File: src/rtl/pipe_hazard_ctrl.sv
// Central stall/flush sequencer for the 5-stage MIPS pipeline.
// Resolves, in priority order: data-memory wait (freeze), taken branch
// (flush), load-use / MDU-busy hazards (bubble), else free-running.
// Also tracks MDU occupancy and counts stalled cycles (saturating).
module pipe_hazard_ctrl #(
    parameter int RW      = 5,
    parameter int MDU_LAT = 32,
    parameter int CW      = 6,
    parameter int SW      = 16
) (
    input  logic          clk,
    input  logic          rst_n,
    input  logic [RW-1:0] id_rs,
    input  logic [RW-1:0] id_rt,
    input  logic          id_uses_rt,
    input  logic          id_mdu_use,
    input  logic          ex_memread,
    input  logic [RW-1:0] ex_rt,
    input  logic          ex_mdu_start,
    input  logic          ex_branch_taken,
    input  logic          mem_req,
    input  logic          mem_ready,
    output logic          pc_en,
    output logic          ifid_en,
    output logic          ifid_flush,
    output logic          idex_en,
    output logic          idex_flush,
    output logic          exmem_en,
    output logic          memwb_en,
    output logic          mem_wait,
    output logic          mdu_busy,
    output logic [SW-1:0] stall_cycles
);

    typedef enum logic {
        ST_RUN  = 1'b0,
        ST_WAIT = 1'b1
    } state_t;

    state_t        state_q, state_d;
    logic [CW-1:0] mdu_cnt_q, mdu_cnt_d;
    logic [SW-1:0] stall_q, stall_d;

    logic freeze;
    logic lu;
    logic mh;

    // Hazard conditions; register $zero is never a real dependency
    always_comb begin
        freeze = mem_req & ~mem_ready;
        lu     = ex_memread & (ex_rt != '0) &
                 ((ex_rt == id_rs) | (id_uses_rt & (ex_rt == id_rt)));
        mh     = id_mdu_use & mdu_busy;
    end

    // Next-state and per-stage controls; everything is held low while in reset
    always_comb begin
        state_d    = state_q;
        pc_en      = 1'b0;
        ifid_en    = 1'b0;
        ifid_flush = 1'b0;
        idex_en    = 1'b0;
        idex_flush = 1'b0;
        exmem_en   = 1'b0;
        memwb_en   = 1'b0;
        if (rst_n) begin
            if (freeze) begin
                // Whole pipe holds; a pending branch stays in EX and is seen later
            end else if (ex_branch_taken) begin
                // ID instruction is squashed, so its hazards do not matter
                pc_en      = 1'b1;
                ifid_en    = 1'b1;
                ifid_flush = 1'b1;
                idex_en    = 1'b1;
                idex_flush = 1'b1;
                exmem_en   = 1'b1;
                memwb_en   = 1'b1;
            end else if (lu | mh) begin
                // Hold IF/ID and PC, push one bubble into EX per stalled cycle
                idex_en    = 1'b1;
                idex_flush = 1'b1;
                exmem_en   = 1'b1;
                memwb_en   = 1'b1;
            end else begin
                pc_en    = 1'b1;
                ifid_en  = 1'b1;
                idex_en  = 1'b1;
                exmem_en = 1'b1;
                memwb_en = 1'b1;
            end

            case (state_q)
                ST_RUN:  if (freeze)    state_d = ST_WAIT;
                ST_WAIT: if (mem_ready) state_d = ST_RUN;
                default: state_d = ST_RUN;
            endcase
        end
    end

    // MDU countdown: a start that is frozen in EX loads on the first unfrozen edge
    always_comb begin
        if (ex_mdu_start && !freeze) begin
            mdu_cnt_d = CW'(MDU_LAT);
        end else if (mdu_cnt_q != '0) begin
            mdu_cnt_d = mdu_cnt_q - CW'(1);
        end else begin
            mdu_cnt_d = mdu_cnt_q;
        end
    end

    // Saturating count of cycles in which the PC did not advance
    always_comb begin
        if (!pc_en && (stall_q != '1)) begin
            stall_d = stall_q + SW'(1);
        end else begin
            stall_d = stall_q;
        end
    end

    // State registers
    always_ff @(posedge clk or negedge rst_n) begin
        if (!rst_n) begin
            state_q   <= ST_RUN;
            mdu_cnt_q <= '0;
            stall_q   <= '0;
        end else begin
            state_q   <= state_d;
            mdu_cnt_q <= mdu_cnt_d;
            stall_q   <= stall_d;
        end
    end

    assign mem_wait     = (state_q == ST_WAIT);
    assign mdu_busy     = (mdu_cnt_q != '0);
    assign stall_cycles = stall_q;

endmodule
File: config.mk
export PLATFORM = sky130hd
export DESIGN_NAME = pipe_hazard_ctrl
export DESIGN_NICKNAME = d
export VERILOG_FILES = /design/src/rtl/pipe_hazard_ctrl.sv
export SDC_FILE = /design/constraint.sdc
export NUM_CORES = 1
export LEC_CHECK = 0
export CAP_MARGIN = 20
export CORE_MARGIN = 1
export CORE_UTILIZATION = 36
export DETAILED_ROUTE_END_ITERATION = 7
export GPL_ROUTABILITY_DRIVEN = 0
export PLACE_DENSITY = 0.75
export SLEW_MARGIN = 5
export SYNTH_ARGS = -nofsm -noshare
export SYNTH_HDL_FRONTEND = slang
export SYNTH_SLANG_ARGS = --single-unit
File: constraint.sdc
create_clock -name clk -period 2 [get_ports clk]
set_input_delay 0.4 -clock clk [delete_from_list [all_inputs] [get_ports clk]]
set_output_delay 0.4 -clock clk [all_outputs]
set_load 0.05 [all_outputs]
==> results.md <==
- Comb power frac: 0.550
- Slew Viols, Final: 0
- Nets: 228
- CP max FO: 4
- Share of cells above drive strength 1: 0.385
- Layout Area Growth over Synthesis: 69.2%
- Crit path cell chain: buf_8 -> or4_4 -> o21ai_4 -> o21ai_4 -> a21oi_4 -> buf_12
- DR WL/cell: 14.3 µm
- First-pass GRT wire length: 5.75 mm
- Cts bufs inserted: 3
- Placed Instance Area: 2020 µm²
- Ys Warns: 0
- Top Layer Used: met3
- CP Capture Type: output pin
- Largest net degree at the start of global routing: 26
- Cell count along the critical path: 6
- Met1 wire length: 1.40 mm
- Clock buffer depth: 2
- Fmax achieved: 470 MHz
- Reg2reg setup slack: 70 ps
- Post-Layout Inst Area: 2210 µm²
- Final Hold Fails: 0
- Maximum VDD drop: 0.425 mV
- Post-placement cell count: 233
- Final setup vio count: 5
- Slew Limit Headroom: 0.658
- CTS tree: built
- Yosys reg bits: 23
- Seq. cell area: 586 µm²
- Met3 routed WL: 141 µm
- Total of max-cap violations: 0
- Min-Delay Startpoint: stall_cycles[10]
- Static Leak: 0.00106 µW
- Setup TNS: -417 ps
- Flop pwr share: 0.349
- Metal2 WL: 1.98 mm
- Cell mode on critical path: o21ai_4
- Worst r2r src: stall_cycles[8]
- Asr flop ratio synth: 1.00
- Switch Pwr: 964 µW
- Die H: 62.3 µm
- Cells on Worst Hold Path: 1
- Period utilisation layout: 1.06
- Vias: 1229
- Initial antenna violation count: 0
- Syn avg cell area: 9.77 µm²
- CP max-delay cell: or4_4
- Final std cells w/o fill: 246
- Crit path buf inv count: 2
- H-tree levels: 1
- Root Buffer: clkbuf_4
- CP delay by family, top: simple AND/OR/NAND/NOR gates
- Sw frac: 0.445
- Remaining DRCs: 0
- Setup crit start kind: primary input
- Critical path startpoint: ex_rt[2]
- Largest stage delay on the critical path: 540 ps
- WP data required: 1600 ps
- Initial DRC Count: 58
- Int Power: 1200 µW
- Hold Buf Count CTS: 0
- Clock transition at path regs: 130 ps
- Filler cells: 277
- Worst setup margin: -128 ps
- Core Rows: 21
- Power per cell area: 979 nW/µm²
- Top-Level Pins: 49
- Critical Path AT: 1730 ps
- Post-synth cell types: 30
- Minimum clock period after layout: 2130 ps
- Syn Inst Count: 134
- Clock latency on the worst-skew pair: 310 ps
- Failing checks: setup timing
- Synthesized area: 1310 µm²
- RSZ-0062 raised after global routing: true
- Top_reg_cell synth: dfrtp_1
- Overall Global Routing Usage: 0.186
- Vias per inst: 5.00
- Die area: 3880 µm²
- Clk pwr share: 0.101
- Worst-margin pin slew: 512 ps
- HP Class: reg2reg
- Worst reg2reg endpoint: stall_cycles[1]
- TritonCTS sink count: 23
- Post-route antenna net violation count: 0
- Multi-input logic area: 830 µm²
- FF-to-FF path depth: 6
- Post-Syn Nets: 161
- Register area share after synthesis: 0.440
- Initial Utilization: 0.383
- Pre-CTS setup slack: -655 ps
- Die span in x: 62.3 µm
- Run status: finished with violations
- GRT overflow: 0
- N_diodes: 0
- Post-synth EDFFs: 0
- DPL Wire Length: 2.53 mm
- IO Port Bufs: 48
- Vias in the first global route: 1307
- Core footprint: 3420 µm²
- Routed WL: 3.53 mm
- Worst Skew: 4.99 ps
- Crit Path Class: in2out
- Pre-antenna DRT Iters: 4
- Worst Hold End: stall_cycles[10]
[power groups by stage]
stage               clock [µW]  combinational, µW  sequential, µW
floorplan                    0                470            1000
global placement             0               1060             764
detailed placement           0               1090             774
CTS                        227               1160             752
global route               247               1280             772
finish                     219               1190             756
[cell usage after synthesis, types with 2 or more instances]
library cell | count | share of area
a21oi_1 | 3 | 0.011
and2_1 | 2 | 0.0096
and3_1 | 4 | 0.019
buf_4 | 3 | 0.017
dfrtp_1 | 23 | 0.44
ha_1 | 3 | 0.029
inv_1 | 5 | 0.014
mux2_2 | 4 | 0.034
nand2_1 | 12 | 0.034
nand2b_1 | 3 | 0.014
nand3_1 | 9 | 0.034
nand4_1 | 4 | 0.019
nor2_1 | 14 | 0.040
nor3_1 | 3 | 0.011
nor4_1 | 2 | 0.0096
o21ai_2 | 2 | 0.013
xnor2_1 | 16 | 0.11
xor2_1 | 10 | 0.067
[repair_timing]
action / CTS / global route
pin swaps: 18 / 8
resized for setup: 52 / 29
endpoints found under the setup margin: 22 / 20
buffers inserted: 7 / 2
[kinds of logic (layout without fill, tap and decap cells)]
kind of cell    Yosys count  count (layout)  synth area share
simple gates             57              57             0.218
xor+xnor                 26              26             0.174
flops                    23              23             0.440
compound gates           11              11            0.0622
buf+inv                  10              76            0.0430
mux                       4               4            0.0344
fa+ha+maj                 3               3            0.0287
[metal layers]
| metal | up-vias | global-route usage |
|---|---|---|
| met5 | - | 0 |
| met4 | 0 | 0.0640 |
| met3 | 0 | 0.0313 |
| met2 | 32 | 0.345 |
| met1 | 613 | 0.213 |
| li1 | 584 | - |
[sequential cells by signal (all words and copies together), names as in the netlist]
register and count:
stall_cycles 16, mdu_cnt_q 6, mem_wait 1
[area by class of cell]
class	count	area share
Clock buffer	3	0.0102
Clock inverter	1	0.00226
Inverter	5	0.00847
Multi-Input combinational cell	101	0.375
Sequential cell	23	0.264
Tap cell	46	0.0260
Timing Repair Buffer	67	0.314
[worst reg2reg max path: stages, from the launching register on]
cell     delay (ps)
dfrtp_2         460
and4_1          240
and3_1          220
and3_1          170
nor2_1          100
a31o_2          270
mux2_2          370
[through the flow]
step | hold WS (ps) | power [µW] | util
2_1_floorplan | 104 | 1470 | -
5_1_grt | 509 | 2300 | 0.648
6_report | 484 | 2170 | 0.648
3_5_place_dp | 470 | 1860 | 0.593
4_1_cts | 488 | 2140 | 0.617
3_3_place_gp | 469 | 1820 | 0.593
[worst max path at each step]
stage,to,slack (ps)
after floorplan,pc_en,-170
after global placement,stall_cycles[1],-530
after detailed placement,stall_cycles[1],-660
after CTS,pc_en,-140
after global routing,idex_flush,-170
final,pc_en,-130
[cell usage in the layout (no fill, tap or decap), types with 3 or more instances in the layout]
cell,Yosys,final
and3_1,4,4
dlymetal6s2s_1,0,7
nand3_1,9,9
inv_1,5,3
buf_4,3,20
xor2_1,10,9
nor2_4,0,5
buf_2,0,3
dfrtp_2,0,8
dfrtp_1,23,15
clkdlybuf4s50_1,0,15
clkbuf_4,0,3
buf_12,0,8
nand2_1,12,10
dlygate4sd2_1,0,8
nand4_1,4,4
xnor2_1,16,16
nor2_1,14,8
a21oi_1,3,3
(Power assumes the default switching activity.)
